`src/rtl/cmp_cache_pkg.sv`:
```
// Shared widths, beat layout and occupancy sizing for the compare->cache pipeline register.
package cmp_cache_pkg;

    localparam int CMP_CACHE_ADDR_W   = 32;
    localparam int CMP_CACHE_DATA_W   = 32;
    localparam int CMP_CACHE_RESULT_W = 109;

    // Default-width view of one beat; field order matches the packing used inside the pipe.
    typedef struct packed {
        logic [CMP_CACHE_ADDR_W-1:0]   r_addr;
        logic [CMP_CACHE_DATA_W-1:0]   r_data;
        logic                          hit;
        logic [CMP_CACHE_RESULT_W-1:0] result;
        logic                          req_valid;
        logic                          r_valid;
    } cmp_cache_beat_t;

    // Counter must reach STAGES+1 when the skid entry is present.
    function automatic int occ_w(input int stages);
        return $clog2(stages + 2);
    endfunction

endpackage

```
`src/rtl/cmp_cache_pipe_slot.sv`:
```
// One pipeline slot: a valid bit plus payload; flush beats fill, fill beats drain.
// Payload loads only on fill and is left as-is by flush and drain.
module cmp_cache_pipe_slot #(
    parameter int W = 8
) (
    input  logic         clk,
    input  logic         reset,
    input  logic         flush,
    input  logic         fill,
    input  logic         drain,
    input  logic [W-1:0] din,
    output logic         vld,
    output logic [W-1:0] dat
);

    always_ff @(posedge clk) begin
        if (reset) begin
            vld <= 1'b0;
            dat <= '0;
        end else begin
            if (flush) begin
                vld <= 1'b0;
            end else if (fill) begin
                vld <= 1'b1;
            end else if (drain) begin
                vld <= 1'b0;
            end
            if (fill && !flush) begin
                dat <= din;
            end
        end
    end

endmodule

```
`src/rtl/cmp_cache_pipe_reg.sv`:
```
// Elastic STAGES-deep compare->cache register: a beat accepted on edge N heads the pipe after edge N+STAGES-1, 1 beat/cycle.
// Stalls ripple back from out_ready_i into in_ready_o; CMP_CACHE_SKID_BUFFER_EN adds a skid entry so in_ready_o is registered.
module cmp_cache_pipe_reg
    import cmp_cache_pkg::*;
#(
    parameter int ADDR_W   = CMP_CACHE_ADDR_W,
    parameter int DATA_W   = CMP_CACHE_DATA_W,
    parameter int RESULT_W = CMP_CACHE_RESULT_W,
    parameter int STAGES   = 1
) (
    input  logic                     CLK,
    input  logic                     RESET,
    input  logic                     flush_i,
    input  logic                     in_valid_i,
    output logic                     in_ready_o,
    input  logic [ADDR_W-1:0]        in_r_addr_i,
    input  logic [DATA_W-1:0]        in_r_data_i,
    input  logic                     in_hit_i,
    input  logic [RESULT_W-1:0]      in_result_i,
    input  logic                     in_req_valid_i,
    input  logic                     in_r_valid_i,
    output logic                     out_valid_o,
    input  logic                     out_ready_i,
    output logic [ADDR_W-1:0]        out_r_addr_o,
    output logic [DATA_W-1:0]        out_r_data_o,
    output logic                     out_hit_o,
    output logic [RESULT_W-1:0]      out_result_o,
    output logic                     out_req_valid_o,
    output logic                     out_r_valid_o,
    output logic [occ_w(STAGES)-1:0] occupancy_o
);

    localparam int BEAT_W = ADDR_W + DATA_W + RESULT_W + 3;
    localparam int OCC_W  = occ_w(STAGES);
    localparam int HEAD   = STAGES - 1;

    typedef struct packed {
        logic [ADDR_W-1:0]   r_addr;
        logic [DATA_W-1:0]   r_data;
        logic                hit;
        logic [RESULT_W-1:0] result;
        logic                req_valid;
        logic                r_valid;
    } beat_t;

    beat_t             in_beat;
    beat_t             head_beat;
    logic [STAGES-1:0] stage_vld;
    logic [STAGES-1:0] stage_fill;
    logic [STAGES-1:0] stage_adv;
    logic [BEAT_W-1:0] stage_dat [STAGES];
    logic              src_vld;
    logic [BEAT_W-1:0] src_dat;
    logic              stage0_free;
    logic              in_acc;
    logic              out_acc;
    logic [OCC_W-1:0]  occ;

    assign in_beat = {in_r_addr_i, in_r_data_i, in_hit_i, in_result_i, in_req_valid_i, in_r_valid_i};

    // Advance is resolved head-first so a stall or a hole propagates toward stage 0 in one cycle.
    always_comb begin
        stage_adv       = '0;
        stage_adv[HEAD] = stage_vld[HEAD] && out_ready_i;
        for (int k = HEAD - 1; k >= 0; k--) begin
            stage_adv[k] = stage_vld[k] && (!stage_vld[k+1] || stage_adv[k+1]);
        end
    end

    assign stage0_free = !stage_vld[0] || stage_adv[0];

    always_comb begin
        stage_fill    = '0;
        stage_fill[0] = src_vld && stage0_free;
        for (int k = 1; k < STAGES; k++) begin
            stage_fill[k] = stage_adv[k-1];
        end
    end

`ifdef CMP_CACHE_SKID_BUFFER_EN
    logic              skid_vld;
    logic [BEAT_W-1:0] skid_dat;

    // A beat taken while stage 0 is blocked parks here; it always drains before any newer beat.
    cmp_cache_pipe_slot #(
        .W (BEAT_W)
    ) u_skid (
        .clk   (CLK),
        .reset (RESET),
        .flush (flush_i),
        .fill  (in_acc && !stage0_free),
        .drain (skid_vld && stage0_free),
        .din   (in_beat),
        .vld   (skid_vld),
        .dat   (skid_dat)
    );

    assign in_ready_o = !skid_vld;
    assign src_vld    = skid_vld || in_valid_i;
    assign src_dat    = skid_vld ? skid_dat : in_beat;
`else
    // Combinational from out_ready_i through the advance chain.
    assign in_ready_o = stage0_free;
    assign src_vld    = in_valid_i;
    assign src_dat    = in_beat;
`endif

    for (genvar k = 0; k < STAGES; k++) begin : g_stage
        logic [BEAT_W-1:0] din;
        if (k == 0) begin : g_first
            assign din = src_dat;
        end else begin : g_next
            assign din = stage_dat[k-1];
        end

        cmp_cache_pipe_slot #(
            .W (BEAT_W)
        ) u_slot (
            .clk   (CLK),
            .reset (RESET),
            .flush (flush_i),
            .fill  (stage_fill[k]),
            .drain (stage_adv[k]),
            .din   (din),
            .vld   (stage_vld[k]),
            .dat   (stage_dat[k])
        );
    end

    assign in_acc  = in_valid_i && in_ready_o;
    assign out_acc = stage_vld[HEAD] && out_ready_i;

    // A flushed head is not a transfer, so flush simply zeroes the count.
    always_ff @(posedge CLK) begin
        if (RESET || flush_i) begin
            occ <= '0;
        end else if (in_acc && !out_acc) begin
            occ <= occ + OCC_W'(1);
        end else if (!in_acc && out_acc) begin
            occ <= occ - OCC_W'(1);
        end
    end

    assign head_beat       = beat_t'(stage_dat[HEAD]);
    assign out_valid_o     = stage_vld[HEAD];
    assign out_r_addr_o    = head_beat.r_addr;
    assign out_r_data_o    = head_beat.r_data;
    assign out_hit_o       = head_beat.hit;
    assign out_result_o    = head_beat.result;
    assign out_req_valid_o = head_beat.req_valid;
    assign out_r_valid_o   = head_beat.r_valid;
    assign occupancy_o     = occ;

endmodule

```
`config.mk`:
```
export PLATFORM = sky130hd
export DESIGN_NAME = cmp_cache_pipe_reg
export DESIGN_NICKNAME = d
export VERILOG_FILES = /design/src/rtl/cmp_cache_pkg.sv /design/src/rtl/cmp_cache_pipe_slot.sv /design/src/rtl/cmp_cache_pipe_reg.sv
export SDC_FILE = /design/constraint.sdc
export NUM_CORES = 1
export LEC_CHECK = 0
export BUFFER_PORTS_ARGS = -buffer_cell sky130_fd_sc_hd__clkbuf_2
export CORE_AREA = 2 2 139 141
export DETAILED_ROUTE_END_ITERATION = 8
export DIE_AREA = 0 0 141 143
export PLACE_DENSITY = 0.65
export SETUP_SLACK_MARGIN = 0.3
export SYNTH_ARGS = -nofsm -noshare
export SYNTH_HDL_FRONTEND = slang
export SYNTH_SLANG_ARGS = --single-unit
```
`constraint.sdc`:
```
create_clock -name CLK -period 2 [get_ports CLK]
set_input_delay 0 -clock CLK [delete_from_list [all_inputs] [get_ports CLK]]
set_output_delay 0 -clock CLK [all_outputs]
set_load 0.05 [all_outputs]
```
Yosys cells after proc, flatten, opt, wreduce, memory -nomap -nowiden
Index checks and enable logic that the tools add are counted.
{"block": "op_classes", "n_div": 0, "n_shift": 0, "n_addsub": 2, "eq_ne": 0, "mul": 0, "n_reduce_logical": 14, "muxes": 4, "order_cmp": 0, "bitwise_logic": 0}
{"operator": "1-bit logical AND", "n": 5}
{"operator": "1-bit zero test", "n": 4}
{"operator": "2-bit 2-to-1 mux", "n": 2}
{"operator": "2-bit nonzero test", "n": 2}
{"operator": "2-bit by 1-bit adder with 2-bit output (second input constant)", "n": 1}
{"operator": "1-bit logical OR", "n": 2}
{"operator": "1-bit 2-to-1 mux", "n": 2}
{"operator": "2-bit OR reduction", "n": 1}
{"operator": "2-bit by 1-bit subtractor with 2-bit output (second input constant)", "n": 1}
{"block": "totals", "input_bits": 181, "register_bits": 179, "romBits": 0, "latch_bits": 0, "mem_bits_rw": 0, "mem_count": 0, "out_inout_bits": 180}

Depth between registers and ports, before layout
{"block": "logic_depth", "ltp_word": 7, "ltp_mapped": 8, "ltp_nobuf": 4}

Hierarchy
A second synthesis with hierarchy kept.
{"block": "unflattened", "hier_cells": 821, "hier_area_um2": 8065.2}
{"mod": "cmp_cache_pipe_slot", "cells_each": 805, "n_inst": 1, "area_per_inst_um2": 7931.4, "seq_area_each_um2": 3543.4}
{"mod": "cmp_cache_pipe_reg", "cells_each": 16, "n_inst": 1, "area_per_inst_um2": 133.9, "seq_area_each_um2": 40.0}

Worst setup path before layout
No wires, ideal clock.
{"block": "synth_timing", "path_type": "reg2reg", "startpoint": "register g_stage[0].u_slot.vld", "endpoint": "register g_stage[0].u_slot.dat[145]", "t_required_ns": 1.868, "arrival_time_ns": 1.583, "path_stages_with_launch": 8, "setup_ns": 0.132, "slack_ns": 0.284, "period_less_slack_ns": 1.716, "path_cell_list": "dfxtp_1 > nor2b_4 > buf_6 > buf_6 > inv_4 > buf_2 > nand3_1 > a21oi_1"}
{"block": "synth_between", "elab_chain_cells": 4, "word_cells_on_any_way": 5, "classes_between": "5 x reduce/logical"}
{"element": "from (decl)", "line_no": "cmp_cache_pipe_slot.sv:12", "source": "output logic vld,"}
{"element": "from (signal assigned)", "line_no": "cmp_cache_pipe_slot.sv:18", "source": "vld <= 1'b0;"}
{"element": "from (signal assigned)", "line_no": "cmp_cache_pipe_slot.sv:22", "source": "vld <= 1'b0;"}
{"element": "from (signal assigned)", "line_no": "cmp_cache_pipe_slot.sv:24", "source": "vld <= 1'b1;"}
{"element": "1-bit zero test / 1-bit logical AND (equally long branches)", "line_no": "cmp_cache_pipe_reg.sv:70, cmp_cache_pipe_reg.sv:64"}
{"element": "1-bit logical OR *", "line_no": "cmp_cache_pipe_reg.sv:70", "source": "assign stage0_free = !stage_vld[0] || stage_adv[0];"}
{"element": "named net in_ready_o", "line_no": "cmp_cache_pipe_reg.sv:15", "source": "output logic in_ready_o,"}
{"element": "1-bit logical AND *", "line_no": "cmp_cache_pipe_reg.sv:74", "source": "stage_fill[0] = src_vld && stage0_free;"}
{"element": "1-bit logical AND *", "line_no": "cmp_cache_pipe_slot.sv:28", "source": "if (fill && !flush) begin"}
{"element": "to (signal assigned)", "line_no": "cmp_cache_pipe_slot.sv:29", "source": "dat <= din;"}
{"element": "to (decl)", "line_no": "cmp_cache_pipe_slot.sv:13", "source": "output logic [W-1:0] dat"}
The timed path passes the listed nets; every way through them passes the cells marked *.
A chain may end at the register's enable or synchronous reset.

Final worst setup path
{"block": "layout_timing", "startpoint": "register g_stage[0].u_slot.vld", "endpoint": "output port in_ready_o"}
{"block": "layout_between", "elab_chain_cells": 2, "word_cells_on_any_way": 3, "classes_between": "3 x reduce/logical"}
{"element": "1-bit zero test / 1-bit logical AND (equally long branches)", "line_no": "cmp_cache_pipe_reg.sv:70, cmp_cache_pipe_reg.sv:64"}
{"element": "1-bit logical OR *", "line_no": "cmp_cache_pipe_reg.sv:70"}
{"element": "to (decl)", "line_no": "cmp_cache_pipe_reg.sv:15"}
Every way passes the cells marked *; elsewhere a longest branch is shown, timed or not.

==> results.yml <==
pwr:
  powerDensity_nw_per_um2: 785.8
  leakage_nw: 4.801
  ir_drop_uv: 552.5
drt:
  drt-pass1-iter-count: 5
  vias: 8258
  drc: 0
  wire_per_inst_um: 16.55
  viasPerCell: 5.317
  finalWirelength_um: 25710
  drt_iter0_markers: 556
  ant_nets: 0
timing:
  report.final.slew_viol_count: 0
  setup_viol: 0
  setup_ws_ns: 0.4085
  rsz0062_at_grt: "no"
  finalCritPeriodShare_pct: 79.57
  finalHoldViolCount: 0
  worst_pin_slew_ns: 0.5707
  tns_ns: 0
  relSlewSlack_pct: 61.96
  fmax_mhz: 628.3
  final.min_clock_period_ns: 1.591
  fin_skew_ns: 0.01323
synthesis:
  yosysSeqAreaShare_pct: 50.40
  synthFlopType: "dfxtp_1"
  syn_nets: 1002
  ys_ff_latch: 179
  ys_types: 25
  synth_area_leaders: "dfxtp_1 (50%), a21oi_1 (11%), nand3_1 (11%)"
  yosysTopAreaCell: "dfxtp_1"
  synth.cell_area_um2: 7111
  avgSynthCellArea_um2: 8.661
  synth_edf_count: 0
  yosysTopAreaCellShare_pct: 50.40
  ys_warn_count: 0
  async_flop_share_pct: 0
  synth_cells: 821
grt:
  grt_pass1_vias: 7871
  grt-ovfl-total: 0
  grt_max_degree: 93
  grt_pass1_wl_um: 40000
  grt.total_usage_pct: 24.43
  grt_antenna_before_repair: 0
clock_network:
  clk_pin_slew_ns: 0.07
  cts_tree: "done"
  root_buffer: "clkbuf_16"
  htreeDepth: 4
  cts_buffer_depth: 2
  numCtsBuffers: 17
  clock_latency_ns: 0.43
  cts.sinks: 179
final_layout:
  antennaDiodeCount: 0
  mostFrequentLayoutCells: "clkbuf_2 (358), dlygate4sd3_1 (180), dfxtp_1 (178)"
  layout_commonest_cell: "clkbuf_2"
  finalNetCount: 1487
  multi_input_area_um2: 2939
  drive_gt1_share_pct: 34.80
  fillers: 1567
  syn2layout_area_growth_pct: 58.93
  seqCellArea_um2: 3585
  design_area_um2: 11300
floorplan:
  coreArea_um2: 18580
  pin_count: 361
  fp.dieH_um: 143
  die_x_um: 141
  start_util_pct: 38.27
  fp.dieArea_um2: 20160
  rows: 50
place:
  place_area_um2: 8906
  gp_congestion: 0.8001
  place.port_buffers: 360
  dp_hpwl_um: 15370
  dpl_worst_slack_ns: 0.4953
flow_run:
  max-cap-violations: 0
hold_path:
  min_path_type: "in2reg"
setup_path:
  worst_ep_required_time_ns: 2.00
  worstPathArrival_ns: 1.59
  crit_type: "reg2out"
  cp_max_fo: 45
  r2r_slack_ns: 0.41
  start_kind: "register"
  worstSetupEndpointType: "primary output"
outcome:
  status: "completed"
==> registers in the layout, indices dropped and copies added (netlist names) <==
name	count
g_stage.u_slot.vld	1
occupancy_o	2
g_stage.u_slot.dat	176
==> final timing paths <==
check | from | depth (start not counted) | to
max | g_stage[0].u_slot.vld | 4 | in_ready_o
min | RESET | 2 | g_stage[0].u_slot.dat[172]
max reg2reg | g_stage[0].u_slot.vld | 5 | g_stage[0].u_slot.dat[91]
min reg2reg | g_stage[0].u_slot.dat[96] | 2 | g_stage[0].u_slot.dat[96]
==> layout make-up <==
cell class	count	share of cell area, %
clock buffer	22	4.196
tap	234	2.591
inverter	1	0.1439
clock inverter	10	0.8636
multi-input combinational	543	26.01
timing repair buffer	564	34.48
sequential	179	31.72
==> synthesized netlist by cell type (all sizes together), types with 2 or more instances <==
cell type	number
nor2b	2
buf	50
clkbuf	48
o21ai	176
dfxtp	179
nand3	176
a21oi	176
or3	2
nand2	3
mux2i	3
==> critical path, stage by stage, from the launching register on <==
cell and delay (ns):
dfxtp_2 0.34, nor2b_4 0.15, inv_12 0.19, buf_6 0.21, clkbuf_4 0.25
==> where the power goes <==
part	internal, mW	switching [mW]	total [mW]
Combinational	0.642	1.16	1.80
Clock	1.83	1.44	3.27
Sequential	3.73	0.0806	3.81
Total	6.20	2.68	8.88
==> what timing repair did <==
action,CTS,global route
resized for setup,3,1
cloned,0,0
pin swaps,0,0
buffers inserted,1,0
endpoints found under the hold margin,179,0
hold buffers,180,0
setup endpoints to repair,1,1
==> metrics by stage <==
step                instances  util, %  total power, mW  hold slack (ns)
floorplan                 821        -            4.916           0.1239
global placement         1340    47.93            5.371           0.2299
detailed placement       1340    47.93            5.379           0.2305
CTS                      1553    60.80            8.928         0.009122
global route             1553    60.82            9.201          0.02007
finish                   1553    60.82            8.880         0.002400
==> cell families (layout without fill, tap and decap cells) <==
family	after synthesis	in the layout	synth area share [%]
mux	3	3	0.4223
compound gates	354	354	26.04
buf+inv	99	597	8.481
flops	179	179	50.40
simple gates	186	186	14.66
==> routing by layer <==
metal | GRT usage [%] | vias up | routed length [µm]
met5 | 0 | - | 0
met4 | 11.47 | 0 | 946
met3 | 5.466 | 72 | 1628
met2 | 41.75 | 397 | 12870
met1 | 29.32 | 3880 | 10260
li1 | - | 3909 | -
Note: power is estimated with default switching activity, not from simulation.
